[src/rtl/timer_pkg.sv]
// Shared types and constants for the timer configuration sequencer.
package timer_pkg;

  typedef enum logic [1:0] {
    ST_IDLE   = 2'd0,
    ST_SETUP  = 2'd1,
    ST_ACCESS = 2'd2
  } apb_state_e;

  localparam int unsigned            STEP_W    = 3;
  localparam logic [STEP_W-1:0]      LAST_STEP = 3'd7;

  localparam logic [1:0] ERR_NONE    = 2'b00;
  localparam logic [1:0] ERR_SLVERR  = 2'b01;
  localparam logic [1:0] ERR_TIMEOUT = 2'b10;

  localparam int unsigned TCR_EN_BIT     = 0;
  localparam int unsigned TCR_DIV_EN_BIT = 1;
  localparam int unsigned TCR_DIV_LSB    = 8;

  function automatic logic [31:0] tcr_word(input logic en, input logic div_en,
                                           input logic [3:0] div_val);
    logic [31:0] w;
    w                      = '0;
    w[TCR_EN_BIT]          = en;
    w[TCR_DIV_EN_BIT]      = div_en;
    w[TCR_DIV_LSB +: 4]    = div_val;
    return w;
  endfunction

endpackage

[src/rtl/apb_wr_master.sv]
// Single APB write transfer: SETUP/ACCESS handshake with PREADY timeout.
// On success with last=0 it goes straight back to SETUP for the next transfer.
module apb_wr_master
  import timer_pkg::*;
#(
  parameter int unsigned TIMEOUT = 16
) (
  input  logic       clk,
  input  logic       rst,
  input  logic       req,
  input  logic       last,
  input  logic       pready,
  input  logic       pslverr,
  output logic       psel,
  output logic       penable,
  output logic       busy,
  output logic       resp_ok,
  output logic       resp_err,
  output logic [1:0] resp_code
);

  localparam logic [7:0] WAIT_LAST = 8'(TIMEOUT - 1);

  apb_state_e state_q, state_d;
  logic [7:0] wait_q, wait_d;

  always_ff @(posedge clk) begin
    if (rst) begin
      state_q <= ST_IDLE;
      wait_q  <= '0;
    end else begin
      state_q <= state_d;
      wait_q  <= wait_d;
    end
  end

  always_comb begin
    state_d   = state_q;
    wait_d    = wait_q;
    resp_ok   = 1'b0;
    resp_err  = 1'b0;
    resp_code = ERR_NONE;
    unique case (state_q)
      ST_IDLE: begin
        if (req) state_d = ST_SETUP;
      end
      ST_SETUP: begin
        state_d = ST_ACCESS;
        wait_d  = '0;
      end
      ST_ACCESS: begin
        if (pready) begin
          if (pslverr) begin
            resp_err  = 1'b1;
            resp_code = ERR_SLVERR;
            state_d   = ST_IDLE;
          end else begin
            resp_ok = 1'b1;
            state_d = last ? ST_IDLE : ST_SETUP;
          end
        end else if (wait_q == WAIT_LAST) begin
          // wait_q counts completed wait cycles, so this is the TIMEOUT-th ACCESS cycle
          resp_err  = 1'b1;
          resp_code = ERR_TIMEOUT;
          state_d   = ST_IDLE;
        end else begin
          wait_d = wait_q + 8'd1;
        end
      end
      default: state_d = ST_IDLE;
    endcase
  end

  assign psel    = (state_q != ST_IDLE);
  assign penable = (state_q == ST_ACCESS);
  assign busy    = (state_q != ST_IDLE);

endmodule

[src/rtl/timer_cfg_seq.sv]
// Timer configuration sequencer: issues the fixed eight-write APB sequence
// that stops, loads, arms and restarts the timer on a single start pulse.
module timer_cfg_seq
  import timer_pkg::*;
#(
  parameter int unsigned TIMEOUT = 16,
  parameter logic [11:0] A_TCR   = 12'h000,
  parameter logic [11:0] A_TDR0  = 12'h004,
  parameter logic [11:0] A_TDR1  = 12'h008,
  parameter logic [11:0] A_TCMP0 = 12'h00C,
  parameter logic [11:0] A_TCMP1 = 12'h010,
  parameter logic [11:0] A_TIER  = 12'h014,
  parameter logic [11:0] A_TISR  = 12'h018
) (
  input  logic        sys_clk,
  input  logic        sys_rst,
  input  logic        start,
  input  logic [63:0] cfg_load,
  input  logic [63:0] cfg_cmp,
  input  logic        cfg_div_en,
  input  logic [3:0]  cfg_div_val,
  input  logic        cfg_int_en,
  output logic        busy,
  output logic        done,
  output logic        err,
  output logic [1:0]  err_code,
  output logic [2:0]  err_step,
  output logic        m_psel,
  output logic        m_penable,
  output logic        m_pwrite,
  output logic [11:0] m_paddr,
  output logic [31:0] m_pwdata,
  output logic [3:0]  m_pstrb,
  input  logic        m_pready,
  input  logic        m_pslverr
);

  logic [63:0]       load_q, cmp_q;
  logic              div_en_q, int_en_q;
  logic [3:0]        div_val_q;
  logic [STEP_W-1:0] step_q, step_nxt;
  logic [11:0]       nxt_addr;
  logic [31:0]       nxt_data;
  logic              accept, last;
  logic              resp_ok, resp_err;
  logic [1:0]        resp_code;

  assign accept = start && !busy;
  assign last   = (step_q == LAST_STEP);

  apb_wr_master #(.TIMEOUT(TIMEOUT)) u_apb (
    .clk       (sys_clk),
    .rst       (sys_rst),
    .req       (accept),
    .last      (last),
    .pready    (m_pready),
    .pslverr   (m_pslverr),
    .psel      (m_psel),
    .penable   (m_penable),
    .busy      (busy),
    .resp_ok   (resp_ok),
    .resp_err  (resp_err),
    .resp_code (resp_code)
  );

  assign m_pwrite = m_psel;
  assign m_pstrb  = {4{m_psel}};

  // Address/data for the step following the current one; step 0 is loaded on accept.
  always_comb begin
    step_nxt = step_q + STEP_W'(1);
    nxt_addr = A_TCR;
    nxt_data = '0;
    case (step_nxt)
      3'd1: begin nxt_addr = A_TDR0;  nxt_data = load_q[31:0];  end
      3'd2: begin nxt_addr = A_TDR1;  nxt_data = load_q[63:32]; end
      3'd3: begin nxt_addr = A_TCMP0; nxt_data = cmp_q[31:0];   end
      3'd4: begin nxt_addr = A_TCMP1; nxt_data = cmp_q[63:32];  end
      3'd5: begin nxt_addr = A_TIER;  nxt_data = {31'b0, int_en_q}; end
      3'd6: begin nxt_addr = A_TISR;  nxt_data = 32'h1; end
      3'd7: begin nxt_addr = A_TCR;   nxt_data = tcr_word(1'b1, div_en_q, div_val_q); end
      default: begin nxt_addr = A_TCR; nxt_data = '0; end
    endcase
  end

  always_ff @(posedge sys_clk) begin
    if (sys_rst) begin
      load_q    <= '0;
      cmp_q     <= '0;
      div_en_q  <= 1'b0;
      div_val_q <= '0;
      int_en_q  <= 1'b0;
      step_q    <= '0;
      m_paddr   <= '0;
      m_pwdata  <= '0;
      done      <= 1'b0;
      err       <= 1'b0;
      err_code  <= ERR_NONE;
      err_step  <= '0;
    end else begin
      done <= resp_ok && last;
      if (accept) begin
        load_q    <= cfg_load;
        cmp_q     <= cfg_cmp;
        div_en_q  <= cfg_div_en;
        div_val_q <= cfg_div_val;
        int_en_q  <= cfg_int_en;
        step_q    <= '0;
        m_paddr   <= A_TCR;
        m_pwdata  <= '0;
        err       <= 1'b0;
        err_code  <= ERR_NONE;
        err_step  <= '0;
      end
      if (resp_ok && !last) begin
        step_q   <= step_nxt;
        m_paddr  <= nxt_addr;
        m_pwdata <= nxt_data;
      end
      if (resp_err) begin
        err      <= 1'b1;
        err_code <= resp_code;
        err_step <= step_q;
      end
    end
  end

endmodule
[config.mk]
export PLATFORM = sky130hd
export DESIGN_NAME = timer_cfg_seq
export DESIGN_NICKNAME = d
export VERILOG_FILES = /design/src/rtl/timer_pkg.sv /design/src/rtl/apb_wr_master.sv /design/src/rtl/timer_cfg_seq.sv
export SDC_FILE = /design/constraint.sdc
export NUM_CORES = 1
export LEC_CHECK = 0
export ABC_AREA = 1
export CAP_MARGIN = 15
export CORE_UTILIZATION = 63
export DETAILED_ROUTE_END_ITERATION = 10
export DONT_BUFFER_PORTS = 1
export GPL_TIMING_DRIVEN = 0
export PLACE_DENSITY = 0.79
export SLEW_MARGIN = 20
export SYNTH_ARGS = -nofsm -noshare
export SYNTH_HDL_FRONTEND = slang
export SYNTH_HIERARCHICAL = 1
export SYNTH_SLANG_ARGS = --single-unit
[constraint.sdc]
create_clock -name sys_clk -period 1.94 [get_ports sys_clk]
set_input_delay 0.388 -clock sys_clk [delete_from_list [all_inputs] [get_ports sys_clk]]
set_output_delay 0.388 -clock sys_clk [all_outputs]
set_load 0.01 [all_outputs]
Yosys cells after proc, flatten, opt, wreduce, memory -nomap -nowiden
Cells that the tools add are included.
- eq/ne operators: 15
- muxes and demuxes: 33
- reductions and logical operators: 12
- add/sub/neg operators: 2
- operators with widths (cell ; count):
    $pmux 32 s7 ; 1
    $mux 32 ; 2
    $pmux 5 s6 ; 1
    $mux 12 ; 2
    $mux 2 ; 9
    $mux 8 ; 2
    $pmux 8 s2 ; 1
    $eq 3x3->1 const B ; 5
    $mux 1 ; 11
    $mux 3 ; 3
    $add 8x1->8 const B ; 1
    $eq 8x4->1 const B ; 1
    $reduce_bool 2->1 ; 4
    $eq 3x2->1 const B ; 2
    $ne 2x2->1 const B ; 3
    $pmux 2 s3 ; 1
    $add 3x1->3 const B ; 1
    $eq 3x1->1 const B ; 1
    $logic_and 1x1->1 ; 3
    $ne 3x1->1 const B ; 1
    $reduce_and 3->1 ; 1
    $eq 2x1->1 const B ; 1
    $eq 2x2->1 const B ; 1
    $logic_not 1->1 ; 2
    2 further kinds ; 2
- output and inout bits: 59
- register bits after elaboration: 198
- logic and storage cells: 76

Depth between registers and ports, before layout
Gate-level depths: netlist of the first run.
- word-level depth: 5
- depth in mapped cells: 11

Modules after synthesis
Netlist of the first run, hierarchy kept.
- modules (own cells, without submodules) (module ; cells an instance ; sequential area each (sq um) ; instances ; area an instance (sq um)):
    timer_cfg_seq ; 1033 ; 3583.4 ; 1 ; 7370.8
    apb_wr_master ; 94 ; 200.2 ; 1 ; 598.1

Worst setup path before layout of the first run
OpenSTA, ideal clock, no wires.
- kind: reg-to-reg
- start point: register step_q[0]
- end point: register m_pwdata[22]
- stages on the path, launching flop included: 11
- arrival: 1.620 ns
- path slack: 0.188 ns
- path buffers: 2
- setup time: 0.132 ns
- cell sequence: dfxtp_1 -> ha_1 -> ha_1 -> buf_6 -> nand2_2 -> clkinv_2 -> buf_6 -> nand2_1 -> nand2_1 -> o21ai_0 -> a21oi_1
- longest elaborated chain between the ends: 4
- ends and longest elaborated chain (item ; line ; source):
    from (decl) ; timer_cfg_seq.sv:41 ; logic [STEP_W-1:0] step_q, step_nxt;
    from (signal assigned) ; timer_cfg_seq.sv:116 ; step_q <= step_nxt;
    $add 3x1->3 / $eq 3x3->1 (equally long branches) ; timer_cfg_seq.sv:71, timer_cfg_seq.sv:49 ;
    $eq 3x3->1 (tied with other cells) ; timer_cfg_seq.sv:74 ; case (step_nxt)
    $pmux 32 s7 / $logic_and 1x1->1 (equally long branches) ; timer_cfg_seq.sv:74, timer_cfg_seq.sv:115 ;
    $mux 32 / $reduce_bool 2->1 (equally long branches) ; n/a ;
    to (signal assigned) ; timer_cfg_seq.sv:118 ; m_pwdata <= nxt_data;
    to (decl) ; timer_cfg_seq.sv:32 ; output logic [31:0] m_pwdata,
Several ways; a longest one is shown, not always the timed one.
A chain may end at the register's enable or synchronous reset.

Worst setup path after layout of the first run
- start point: register step_q[0]
- end point: register m_pwdata[31]
The elaborated chain is that of the path after synthesis.

==> flow_metrics.env, run 1 <==
export IMPL_status="complete, no violations"
export IMPL_ir_drop_mv=0.7982
export IMPL_yosysMostFrequentCell="nor2_1"
export IMPL_ys_warn_count=6
export IMPL_tightest_slew_ps=671.4
export IMPL_p_sw_w=0.003462
export IMPL_seqPwrFrac=0.431
export IMPL_start_kind="register"
export IMPL_wl_per_cell_um=16.42
export IMPL_ys_ff_latch=189
export IMPL_first_iter_violations=591
export IMPL_p_comb_frac=0.222
export IMPL_grt_overflow=0
export IMPL_wl_met3_mm=2.244
export IMPL_end_kind="register"
export IMPL_fmax_mhz=522.8
export IMPL_cp_required_ps=2230
export IMPL_setup_violations=0
export IMPL_via_count=7279
export IMPL_port_buffers=0
export IMPL_netlist_area_leader_share=0.4748
export IMPL_cts_sinks=189
export IMPL_grt_pass1_wl_mm=32.86
export IMPL_cp_arrival_ps=2210
export IMPL_route_met2_wl_mm=10.63
export IMPL_ant_nets=0
export IMPL_grt_max_degree=17
export IMPL_cap_violations=0
export IMPL_cts_buffers_inserted=17
export IMPL_tns_ps=0
export IMPL_fin_crit_sh=0.9860
export IMPL_internal_power_w=0.007797
export IMPL_synthTopCellsByCount="282 x nor2_1, 255 x nand2_1, 189 x dfxtp_1"
export IMPL_synth_area_leaders="dfxtp_1 47%, nor2_1 13%, nand2_1 12%"
export IMPL_first_pass_iters=5
export IMPL_relSlewSlack=0.5524
export IMPL_ys_types=32
export IMPL_fin_nets=1302
export IMPL_hold_violations=0
export IMPL_gp_congestion=0.9048
export IMPL_final_util=0.7372
export IMPL_rsz0062_at_grt="no"
export IMPL_path_class="reg -> reg"
export IMPL_clockRootBuffer="clkbuf_16"
export IMPL_die_w_um=114.5
export IMPL_crit_path_start="step_q[0]"
export IMPL_antenna_found_initial=2
export IMPL_dp_hpwl_mm=15.79
export IMPL_syn_area_per_cell_sq_um=7.071
export IMPL_ys_seq_area_frac=0.4748
export IMPL_ys_async_sr_fraction=0
export IMPL_stdcell_count=1339
export IMPL_clk_path_buf_depth=2
export IMPL_hp_start="sys_rst"
export IMPL_cts_htree_levels=4
export IMPL_fin_skew_ps=7.423
export IMPL_met1_length_mm=8.788
export IMPL_drc=0
export IMPL_yosysTopAreaCell="dfxtp_1"
export IMPL_fin_crit_ps=1913
export IMPL_route_top_layer_used="met4"
export IMPL_path_max_fanout=10
export IMPL_clock_latency_ps=430
export IMPL_syn_to_final_growth_pct=12.51
export IMPL_rows=40
export IMPL_start_util=0.6552
export IMPL_synth_edff_count=0
export IMPL_viasPerCell=5.436
export IMPL_leakagePower_nw=3.869
export IMPL_r2r_start="step_q[0]"
export IMPL_syn_area_sq_mm=0.007969
export IMPL_place_inst=1303
export IMPL_die_h_um=114.5
export IMPL_ys_flop_type="dfxtp_1"
export IMPL_fp_dieArea_sq_mm=0.01310
export IMPL_grt_pass1_vias=6314
export IMPL_clkTransAtPathRegs_ps=70
export IMPL_p_sw_frac=0.3075
export IMPL_tritoncts="done"
export IMPL_drive_gt1_frac=0.1001
export IMPL_core_area_sq_mm=0.01216
export IMPL_hold_class="in -> reg"
export IMPL_gr_usage_all_layers=0.3390
export IMPL_ios=198
export IMPL_drt_total_wl_mm=21.99
export IMPL_finalMaxSlewViolations=0
export IMPL_clkPwrFrac=0.347
export IMPL_syn_inst=1127
export IMPL_cellPowerDensity_mw_per_mm2=1256
==> sequential cells by signal (all words and copies together) (netlist names) <==
name           cells
load_q            64
err                1
err_step           3
div_val_q          4
cmp_q             64
u_apb/state_q      2
err_code           2
done               1
m_pwdata          32
step_q             3
int_en_q           1
u_apb/wait_q       8
m_paddr            3
div_en_q           1
==> kinds of logic (layout without fill, tap and decap cells) <==
group | after synthesis | count (layout) | share of synthesized area
DFF | 189 | 189 | 0.4748
AOI/OAI and AO/OA | 227 | 227 | 0.1445
buffers and inverters | 115 | 149 | 0.07992
other | 1 | 11 | 0.0004706
xor gates and xnor gates | 1 | 1 | 0.001099
adders and majority gates | 7 | 7 | 0.01099
and+or+nand+nor | 587 | 587 | 0.2883
==> repair_timing <==
action	4_1_cts	5_1_grt
hold buffers	0	0
gates resized for setup	11	28
buffers inserted	2	0
endpoints found under the setup margin	31	104
pin swaps	1	1
==> layer usage <==
metal,global-route usage,vias to the layer above
li1,-,3636
met1,0.4221,3312
met2,0.5790,306
met3,0.08788,25
met4,0.09784,0
met5,0,-
==> critical path, stage by stage (launching register included) <==
cell and delay (ps):
dfxtp_4 370, ha_1 240, ha_4 260, buf_6 150, nand2_2 90, clkinv_4 90, buf_6 160, nand2_1 70
nand2_1 50, o21ai_1 190, a21oi_1 90
==> cells in the final DEF, fill, tap and decap left out, types with 23 or more instances in the layout <==
| cell type | count |
|---|---|
| a21oi_1 | 53 |
| buf_4 | 25 |
| clkbuf_1 | 23 |
| dfxtp_1 | 187 |
| inv_1 | 23 |
| nand2_1 | 254 |
| nand3_1 | 36 |
| nor2_1 | 281 |
| o21ai_0 | 137 |
| o21ai_1 | 33 |
==> power groups by stage <==
stage | Clock (W) | Combinational [W] | Sequential, W
2_1_floorplan | 0 | 0.00187 | 0.00483
5_1_grt | 0.00408 | 0.00281 | 0.00492
3_5_place_dp | 0 | 0.00241 | 0.00492
3_3_place_gp | 0 | 0.00237 | 0.00490
4_1_cts | 0.00391 | 0.00244 | 0.00484
6_report | 0.00390 | 0.00250 | 0.00486
==> stage by stage <==
stage | total power, W | setup WS [ps] | cell area [sq um] | hold slack (ps)
2_1_floorplan | 0.006705 | 187.9 | 7999 | 429.5
3_3_place_gp | 0.007265 | -346.5 | 8209 | 444.8
3_5_place_dp | 0.007335 | -360.9 | 8209 | 450.1
4_1_cts | 0.01120 | 10.27 | 8914 | 6.674
5_1_grt | 0.01181 | 0.2336 | 8964 | 2.343
6_report | 0.01126 | 27.12 | 8966 | 12.39
==> worst paths after layout <==
kind                 endpoint  slack (ps)  depth (start not counted)
max              m_pwdata[31]          30                         10
min          u_apb/state_q[1]          10                          1
max reg2reg      m_pwdata[31]          30                         10
min reg2reg         load_q[0]         460                          2
==> area by class of cell <==
cell class,instances,area [sq um]
clock inverter,10,183.9
antenna,2,5.005
clock buffer,22,484.2
buffer,86,548.0
sequential,189,3791
multi-input combinational,831,3611
timing repair buffer,2,15.01
tap,168,210.2
fill,1063,3196
inverter,29,117.6
No activity file was read; power rests on OpenSTA's default activity.
==> run 2, diff against run 1 <==
--- a/config.mk
+++ b/config.mk
@@ -12,7 +12,8 @@
 export DONT_BUFFER_PORTS = 1
 export GPL_TIMING_DRIVEN = 0
 export PLACE_DENSITY = 0.79
-export SLEW_MARGIN = 20
+export SETUP_SLACK_MARGIN = 0.3
+export SLEW_MARGIN = 5
 export SYNTH_ARGS = -nofsm -noshare
 export SYNTH_HDL_FRONTEND = slang
 export SYNTH_HIERARCHICAL = 1
==> flow_metrics.env, run 2 (synthesis gave the netlist of run 1 again) <==
export IMPL_fin_skew_ps=7.398
export IMPL_finalMaxSlewViolations=0
export IMPL_fin_crit_sh=0.9343
export IMPL_die_h_um=114.5
export IMPL_first_pass_iters=5
export IMPL_drc=0
export IMPL_final_common_cell="nor2_1"
export IMPL_fmax_mhz=551.7
export IMPL_hold_violations=0
export IMPL_start_util=0.6552
export IMPL_timing_critical_path_to="m_pwdata[20]"
export IMPL_whs_ps=16.17
export IMPL_gp_congestion=0.8977
export IMPL_grt_pass1_vias=6826
export IMPL_viasPerCell=5.770
export IMPL_cts_buffers_inserted=17
export IMPL_wl_per_cell_um=18.57
export IMPL_leakagePower_nw=4.348
export IMPL_grt_max_degree=17
export IMPL_r2r_cells=10
export IMPL_ios=198
export IMPL_place_inst=1303
export IMPL_fin_nets=1329
export IMPL_clockRootBuffer="clkbuf_16"
export IMPL_r2r_start="step_q[0]"
export IMPL_dp_hpwl_mm=15.90
export IMPL_rrSetupSlack_ps=130
export IMPL_rsz0062_at_grt="yes"
export IMPL_first_iter_violations=690
export IMPL_status="complete, no violations"
export IMPL_die_w_um=114.5
export IMPL_hp_start="sys_rst"
export IMPL_syn_to_final_growth_pct=25.97
export IMPL_drive_gt1_frac=0.2232
export IMPL_clkTransAtPathRegs_ps=70
export IMPL_fp_dieArea_sq_mm=0.01310
export IMPL_crit_path_start="step_q[0]"
export IMPL_path_class="reg -> reg"
export IMPL_antenna_found_initial=0
export IMPL_r2r_end="m_pwdata[20]"
export IMPL_hold_path_cell_count=1
export IMPL_tightest_slew_ps=686.8
export IMPL_hold_class="in -> reg"
export IMPL_gr_usage_all_layers=0.3636
export IMPL_clock_latency_ps=440
export IMPL_ir_drop_mv=0.8469
export IMPL_final_cell_mix="281 x nor2_1, 203 x nand2_1, 183 x dfxtp_1"
export IMPL_rows=40
export IMPL_cp_arrival_ps=2110
export IMPL_grt_overflow=0
export IMPL_drt_total_wl_mm=25.34
export IMPL_relSlewSlack=0.5421
export IMPL_core_area_sq_mm=0.01216
export IMPL_cap_violations=0
export IMPL_cts_htree_levels=4
export IMPL_cp_required_ps=2240
export IMPL_cellPowerDensity_mw_per_mm2=1169
export IMPL_tritoncts="done"
export IMPL_ant_nets=0
export IMPL_top_regs="cmp_q (64), load_q (64), m_pwdata (32)"
export IMPL_cts_sinks=189
export IMPL_start_kind="register"
export IMPL_grt_pass1_wl_mm=35.51
export IMPL_fin_crit_ps=1813
export IMPL_end_kind="register"
export IMPL_port_buffers=0
export IMPL_path_max_fanout=7
export IMPL_via_count=7876
export IMPL_setup_violations=0
export IMPL_stdcell_count=1365
export IMPL_clk_path_buf_depth=2
==> run 2: worst max-delay path, cell delays in order, from the launching register on <==
cell and delay (ps):
dfxtp_4 380, ha_4 170, ha_4 290, buf_8 150, nor2_4 60, buf_12 130, buf_12 130, nand2_2 50
nand2_1 50, o21ai_1 180, a21oi_1 80
==> run 2: repair_timing <==
action	4_1_cts	5_1_grt
buffers inserted	14	8
gates cloned	3	3
resized for setup	140	178
hold buffers	0	1
pin swaps	44	76
hold endpoints to repair	0	1
setup endpoints to repair	172	139
==> run 2: worst min path at each step <==
stage / endpoint / slack, ps
floorplan: load_q[0] / 430
global placement: load_q[0] / 440
detailed placement: load_q[0] / 460
CTS: u_apb/state_q[1] / 9
global route: u_apb/wait_q[4] / 10
finish: u_apb/wait_q[4] / 20
==> run 2: layout make-up <==
class / instances / area [sq um]
clock buffers: 22 / 474.2
fillers: 821 / 2123
repair buffers: 29 / 352.8
well taps: 168 / 210.2
plain buffers: 86 / 773.2
multi-input cells: 831 / 4120
clock inverters: 10 / 160.2
flip-flops and latches: 189 / 3799
diodes: 1 / 2.502
inverters: 29 / 146.4
==> run 2: power by group <==
group          internal, W  total [W]  leakage (nW)  switching, W
Sequential         0.00451    0.00492          1.56      0.000405
Combinational      0.00115    0.00306          2.48       0.00190
Clock              0.00226    0.00376         0.310       0.00150
Total              0.00793     0.0117          4.35       0.00381
==> run 2: per-stage QoR <==
step	TNS (ps)	cell area (sq um)	total power, W	utilization	setup WS [ps]
finish	0	10040	0.01174	0.8254	127.4
global route	0	10040	0.01222	0.8252	73.99
CTS	0	9393	0.01126	0.7723	197.1
detailed placement	-5075	8227	0.007351	0.6764	-460.4
global placement	-4064	8227	0.007273	0.6764	-406.6
floorplan	0	8016	0.006706	-	306.9
==> run 2: per-layer routing <==
layer  up-vias  share of wire  track usage  wire [um]
li1       3700              -            -          -
met1      3631           0.37       0.4492       9480
met2       465           0.48       0.6109      12100
met3        80           0.11       0.1048       2893
met4         0          0.034       0.1186        871
met5         -              0            0          0
==> run 3, diff against run 2 <==
--- a/config.mk
+++ b/config.mk
@@ -7,6 +7,7 @@
 export LEC_CHECK = 0
 export ABC_AREA = 1
 export CAP_MARGIN = 15
+export CORE_MARGIN = 4
 export CORE_UTILIZATION = 63
 export DETAILED_ROUTE_END_ITERATION = 10
 export DONT_BUFFER_PORTS = 1
==> flow_metrics.env, run 3 (synthesis gave the netlist of run 1 again) <==
export IMPL_status="complete, no violations"
export IMPL_port_buffers=0
export IMPL_clkPwrFrac=0.310
export IMPL_ant_nets=0
export IMPL_fin_skew_ps=4.746
export IMPL_hold_path_endpoint="u_apb/wait_q[2]"
export IMPL_seqPwrFrac=0.427
export IMPL_rrSetupSlack_ps=120
export IMPL_syn_to_final_growth_pct=23.16
export IMPL_r2r_end="m_pwdata[31]"
export IMPL_antenna_found_initial=3
export IMPL_setup_violations=0
export IMPL_gr_usage_all_layers=0.3242
export IMPL_fin_nets=1326
export IMPL_final_cell_mix="281 x nor2_1, 229 x nand2_1, 183 x dfxtp_1"
export IMPL_p_comb_frac=0.263
export IMPL_drc=0
export IMPL_p_sw_frac=0.3214
export IMPL_dp_hpwl_mm=16.50
export IMPL_grt_overflow=0
export IMPL_clock_latency_ps=440
export IMPL_viasPerCell=5.646
export IMPL_clockRootBuffer="clkbuf_16"
export IMPL_hp_start="sys_rst"
export IMPL_hold_path_cell_count=1
export IMPL_hold_class="in -> reg"
export IMPL_wl_per_cell_um=18.26
export IMPL_start_kind="register"
export IMPL_end_kind="register"
export IMPL_via_count=7667
export IMPL_relSlewSlack=0.5624
export IMPL_place_ws_ps=-442.5
export IMPL_fin_ws_ps=122.9
export IMPL_first_pass_iters=5
export IMPL_r2r_cells=10
export IMPL_fin_crit_sh=0.9367
export IMPL_r2r_start="step_q[1]"
export IMPL_leakagePower_nw=4.158
export IMPL_tightest_slew_ps=656.5
export IMPL_hold_violations=0
export IMPL_die_h_um=120.5
export IMPL_die_w_um=120.5
export IMPL_start_util=0.6526
export IMPL_fmax_mhz=550.3
export IMPL_grt_pass1_wl_mm=36.49
export IMPL_final_util=0.8037
export IMPL_ir_drop_mv=0.7820
export IMPL_cap_violations=0
export IMPL_grt_max_degree=17
export IMPL_fp_dieArea_sq_mm=0.01451
export IMPL_cts_sinks=189
export IMPL_drt_total_wl_mm=24.79
export IMPL_clkTransAtPathRegs_ps=70
export IMPL_rsz0062_at_grt="yes"
export IMPL_gp_congestion=0.8914
export IMPL_clk_path_buf_depth=2
export IMPL_top_regs="cmp_q (64), load_q (64), m_pwdata (32)"
export IMPL_cts_htree_levels=4
export IMPL_cellPowerDensity_mw_per_mm2=1167
export IMPL_path_class="reg -> reg"
export IMPL_tritoncts="done"
export IMPL_first_iter_violations=805
export IMPL_drive_gt1_frac=0.1943
export IMPL_finalMaxSlewViolations=0
export IMPL_fin_crit_ps=1817
export IMPL_cp_arrival_ps=2110
export IMPL_cts_buffers_inserted=17
export IMPL_core_area_sq_mm=0.01221
export IMPL_path_max_fanout=8
export IMPL_grt_pass1_vias=6911
export IMPL_cp_required_ps=2240
export IMPL_p_sw_w=0.003681
export IMPL_final_common_cell="nor2_1"
export IMPL_ios=198
export IMPL_internal_power_w=0.007771
export IMPL_rows=40
-- run 3: cell types whose count changed in the layout (fill, tap and decap cells not counted), sizes merged --
cell	delta
buf	-3
clkinv	-3
bufinv	-1
-- run 3: power groups by stage --
stage          sequential, W  combinational (W)  clock [W]
6_report             0.00489            0.00301    0.00355
5_1_grt              0.00495            0.00332    0.00370
4_1_cts              0.00485            0.00264    0.00354
3_5_place_dp         0.00492            0.00242          0
3_3_place_gp         0.00490            0.00238          0
2_1_floorplan        0.00483            0.00187          0
-- run 3: worst max-delay path, stage by stage (launching register included) --
cell,delay [ps]
dfxtp_4,370
ha_4,160
ha_4,300
buf_12,150
nor2_4,50
buf_12,140
clkbuf_16,170
nand2_4,60
nand2_2,50
o21ai_2,140
a21oi_1,80
-- run 3: repair_timing --
item / in CTS / in global routing
setup endpoints to repair: 179 / 174
pin swaps: 28 / 50
buffers inserted: 14 / 4
hold buffers: 0 / 1
gates resized for setup: 130 / 185
cloned: 3 / 4
hold endpoints to repair: 0 / 2
-- run 3: layer usage --
layer	GRT usage	vias up	routed length (um)	share of wire
met5	0	-	13	0.00052
met4	0.1147	2	860	0.035
met3	0.09167	75	2777	0.11
met2	0.5253	391	11500	0.46
met1	0.4152	3512	9640	0.39
li1	-	3687	-	-
-- run 3: area by class of cell --
cell class / instances / area, sq um
Timing Repair Buffer: 26 / 324.1
Fill cell: 886 / 2397
Sequential cell: 189 / 3799
Inverter: 29 / 141.4
Clock inverter: 6 / 111.4
Buffer: 86 / 754.5
Clock buffer: 22 / 474.2
Multi-Input combinational cell: 831 / 3998
Antenna cell: 1 / 2.502
Tap cell: 168 / 210.2
-- run 3: how the worst max path moves through the flow --
stage	start	endpoint	slack, ps
after global placement	u_apb/state_q[1]	m_paddr[4]	-420
after CTS	step_q[1]	m_pwdata[5]	230
after global routing	step_q[1]	m_pwdata[16]	50
after detailed placement	u_apb/state_q[1]	m_paddr[4]	-440
final	step_q[1]	m_pwdata[31]	120
after floorplan	u_apb/state_q[1]	m_paddr[4]	310
-- run 3: through the flow --
stage | power [W] | TNS, ps | hold slack, ps | cells | cell area [sq um]
2_1_floorplan | 0.006706 | 0 | 429.5 | 1135 | 8016
5_1_grt | 0.01197 | 0 | 6.747 | 1358 | 9814
6_report | 0.01145 | 0 | 13.71 | 1358 | 9814
3_5_place_dp | 0.007340 | -5975 | 459.9 | 1303 | 8227
3_3_place_gp | 0.007273 | -5306 | 454.8 | 1303 | 8227
4_1_cts | 0.01102 | 0 | 5.083 | 1348 | 9333
==> patch 1, RTL diff (settings of run 2) <==
Re-encode `apb_state_e` (3 states) as one-hot, 3 bits wide.
--- a/src/rtl/timer_pkg.sv
+++ b/src/rtl/timer_pkg.sv
@@ -1,10 +1,10 @@
 // Shared types and constants for the timer configuration sequencer.
 package timer_pkg;
 
-  typedef enum logic [1:0] {
-    ST_IDLE   = 2'd0,
-    ST_SETUP  = 2'd1,
-    ST_ACCESS = 2'd2
+  typedef enum logic [2:0] {
+    ST_IDLE   = 3'b001,
+    ST_SETUP  = 3'b010,
+    ST_ACCESS = 3'b100
   } apb_state_e;
 
   localparam int unsigned            STEP_W    = 3;
Behaviour: no difference found for any inputs over 4 cycles, from zero or initial values and one cycle with sys_rst high; so few cycles prove little.
==> patch 1 against run 2 <==
Global-route usage hardly changed; sequential cell count increased by 1; wire length grew 12%; non-clock buffer count is 8 higher; power up 18%; via count increased by 5.5%; worst setup slack lost 120 ps; sequential power up 9.8%; critical path depth grew 1; final area increased by 5.2%; area after synthesis up 1.9%; die area is 1.8% higher; sequential share of layout area decreased by 1.7 points.
==> patch 1: results (changes against run 2) <==
clock-net power=0.00405 W (was 0.00376 W); clock power share=29.3% (was 32.0%); Yosys warning count=6 (unchanged); Worst Hold End=load_q[45] (was u_apb/wait_q[4]); synth top area cells=dfxtp_1 (47%), nor2_1 (13%), nand2_1 (12%), o21ai_0 (8.8%), a21oi_1 (3.2%) (was dfxtp_1 (47%), nor2_1 (13%), nand2_1 (12%), o21ai_0 (9.0%), a21oi_1 (3.3%)); status=finished, final reports clean (unchanged); delay-heaviest family, CP=buffers and inverters (was adder cells); layout cells sized above 1=25.86% (was 22.32%); fillers=731 (was 821); gpl congestion=0.9243 (was 0.8977); worst hold path type=input port to flop (unchanged); cell count of the worst hold path=2 (was 1); CTS root buffer=clkbuf_16 (unchanged); deepest clock path buffer count=2 (unchanged); crit path from=step_q[1] (was step_q[0]); Wirelength per Cell=20.35 um (was 18.57 um); Hold Crit Start=cfg_load[45] (was sys_rst); Crit Path Max Fanout=9 (was 7); Top FF cell, synth=dfxtp_1 (unchanged); slew margin rel.=52.01% (was 54.21%); CP Data Arrival Time=2240 ps (was 2110 ps); pin count of the biggest net entering global routing=17 (unchanged); Worst-path clk slew=70 ps (about the same); Post-synth top cells=nor2_1 (288), nand2_1 (252), dfxtp_1 (190) (was nor2_1 (282), nand2_1 (255), dfxtp_1 (189)); vias per inst=5.972 (was 5.770); Static Leak=4.498 nW (was 4.348 nW); slowest CP cell=dfxtp_4 (unchanged); largest incremental delay on the critical path=400 ps (was 380 ps); grt ovf=0 (unchanged); R2R setup slack=3 ps (was 130 ps); H-tree Lvls=4 (unchanged); 1st-pass router iterations=8 (was 5); layout net count=1351 (was 1329); clock latency on the worst-skew pair=440 ps (about the same); Worst VDD drop=807.6 uV (was 846.9 uV); register area share after synthesis=46.86% (was 47.48%); Top Registers=cmp_q (64), load_q (64), m_pwdata (32) (unchanged); cell depth of the worst flop-to-flop path=11 (was 10); Comb. pwr=0.00436 W (was 0.00306 W); initial antenna violation count=1 (was 0); first-pass GRT wire length=36350 um (was 35510 um); library cells used by synthesis=30 (was 32); worst setup path class=flop to flop (unchanged); Num CTS Buffers=17 (unchanged); post-DP HPWL=16200 um (was 15900 um); Cell Area, Placed=8388 um^2 (was 8227 um^2); NetSw=0.004752 W (was 0.003805 W); asr flop ratio synth=0% (unchanged); clock skew=9.839 ps (was 7.398 ps); vias in the first global route=7132 (was 6826); port bufs=0 (unchanged); 1st-iter DRT viols=870 (was 690); GRT Total Usage=36.40% (was 36.36%); RR Endpoint=m_pwdata[4] (was m_pwdata[20])
patch 1: final cells by class:
cell class                      count  area share, %
Multi-Input combinational cell    843          40.93
Inverter                           30          1.504
Antenna cell                        1        0.02369
Sequential cell                   190          36.16
Clock inverter                     13          2.226
Tap cell                          172          2.037
Clock buffer                       19          4.192
Timing Repair Buffer               36          4.631
Buffer                             87          8.302
patch 1: metrics by stage:
stage	cells	setup WS, ps	hold slack [ps]	util (%)
after floorplan	1150	318.6	429.5	-
after global placement	1322	-190.1	444.0	66.74
after detailed placement	1322	-196.2	453.5	66.74
after CTS	1366	223.1	98.03	75.50
after global routing	1390	-18.41	87.60	84.04
final	1391	2.721	84.35	84.06
patch 1: what timing repair did:
| item | CTS | global route |
|---|---|---|
| hold buffers | 0 | 0 |
| endpoints found under the setup margin | 180 | 173 |
| pin swaps | 28 | 81 |
| gates cloned | 1 | 10 |
| buffers inserted | 11 | 14 |
| resized for setup | 126 | 317 |
patch 1: kinds of logic (layout without fill, tap and decap cells):
group	Yosys count	count (layout)	synth area share (%)
AOI/OAI and AO/OA	226	226	14.01
and+or+nand+nor	601	601	29.99
buffers and inverters	117	185	8.015
DFF	190	190	46.86
adders and majority gates	7	7	1.079
other	1	10	0.04619
patch 1: worst register-to-register path: stages, from the launching register on:
cell      delay, ps
dfxtp_4         400
inv_1            80
ha_1            190
clkbuf_4        210
inv_1           180
nor2_4           60
buf_12          150
buf_8           150
nand2_2          70
nand2_2          50
o21ai_2         170
a21oi_2         110
patch 1: per-layer routing:
metal  vias to the layer above  GRT usage (%)  share of wire [%]
met3                       165          11.72                 12
li1                       3762              -                  -
met5                         -              0                  0
met1                      3782          42.63                 34
met2                       598          60.40                 47
met4                         0          17.49                5.8
==> patch 2, RTL diff (settings of run 2) <==
Without the edit above. Set the package constant `TCR_DIV_LSB` to 9 (it was 8).
--- a/src/rtl/timer_pkg.sv
+++ b/src/rtl/timer_pkg.sv
@@ -16,7 +16,7 @@
 
   localparam int unsigned TCR_EN_BIT     = 0;
   localparam int unsigned TCR_DIV_EN_BIT = 1;
-  localparam int unsigned TCR_DIV_LSB    = 8;
+  localparam int unsigned TCR_DIV_LSB    = 9;
 
   function automatic logic [31:0] tcr_word(input logic en, input logic div_en,
                                            input logic [3:0] div_val);
Behaviour: no difference found for any inputs over 10 cycles, from zero or initial values and one cycle with sys_rst high; that may be too few to reach the edited logic, so the function may still have changed.
==> patch 2 against run 2 <==
Final area shrank 2.0%; maximum frequency increased by 0.88%; area after synthesis is essentially flat; worst setup slack improved by 16 ps; critical endpoint is now m_pwdata[21]; sequential cell count unchanged; wire length increased by 0.39%; count of clock-buffer cells in the layout decreased by 2; power shrank 0.57%; worst hold slack worse by 13 ps.
==> patch 2: results (changes against run 2) <==
Hold Slack=3.651 ps (was 16.17 ps); bufs w/o clock=109 (was 115); clock skew=7.309 ps (was 7.398 ps); Seq pwr share=42.2% (was 41.9%); Crit Path Max Fanout=8 (was 7); PD cells=1186 nW/um^2 (was 1169 nW/um^2); 1st-iter DRT viols=856 (was 690); Final Non-Filler Cells=1359 (was 1365); clk_buf instances=20 (was 22); Tightest Pin Transition=613.4 ps (was 686.8 ps); clock power share=30.8% (was 32.0%); Syn-to-layout area delta=23.46% (was 25.97%); Static Leak=4.209 nW (was 4.348 nW); vias in the first global route=6880 (was 6826); sequential cells=189 (unchanged); status=finished, final reports clean (unchanged); GR Layer Usage met2=59.92% (was 61.09%); synth top area cells=dfxtp_1 (47%), nor2_1 (13%), nand2_1 (12%), o21ai_0 (8.9%), a21oi_1 (3.3%) (was dfxtp_1 (47%), nor2_1 (13%), nand2_1 (12%), o21ai_0 (9.0%), a21oi_1 (3.3%)); met1 usage=46.45% (was 44.92%); layout cells sized above 1=20.92% (was 22.32%); pre-CTS WS=-133.4 ps (was -460.4 ps); setup ws final=143.2 ps (was 127.4 ps); post-synthesis compound-gate area fraction=14.45% (was 14.44%); GRT Total Usage=37.43% (was 36.36%); Post-synth top cells=nor2_1 (282), nand2_1 (256), dfxtp_1 (189) (was nor2_1 (282), nand2_1 (255), dfxtp_1 (189)); fillers=853 (was 821); Seq/total area=38.58% (was 37.84%); clk cell area share=6.106% (was 6.319%); Reg area=3795 um^2 (was 3799 um^2); gpl congestion=0.8493 (was 0.8977)
[patch 2: cell count changes after synthesis, sizes merged]
cell and delta:
buf -3, clkbuf +3
[patch 2: repair_timing]
item,CTS,global route
setup endpoints to repair,181,157
buffers inserted,12,2
cloned,7,2
pin swaps,40,43
resized for setup,142,207
[patch 2: critical path, cell delays in order, from the launching register on]
cell and delay [ps]:
dfxtp_4 370, ha_4 160, ha_4 240, buf_12 150
nor2_4 230, buf_6 190, nand2_2 70, nand2_2 80
o21ai_1 70, a21oi_1 150
[patch 2: worst paths after layout]
kind | start | endpoint | depth (start not counted)
min | sys_rst | u_apb/state_q[1] | 1
max reg2reg | step_q[0] | m_pwdata[21] | 9
min reg2reg | u_apb/wait_q[0] | u_apb/wait_q[0] | 1
max | step_q[0] | m_pwdata[21] | 9
[patch 2: metal layers]
layer,vias up,wire [um]
li1,3693,-
met1,3597,9704
met2,472,11840
met3,78,2938
met4,0,965
met5,-,0
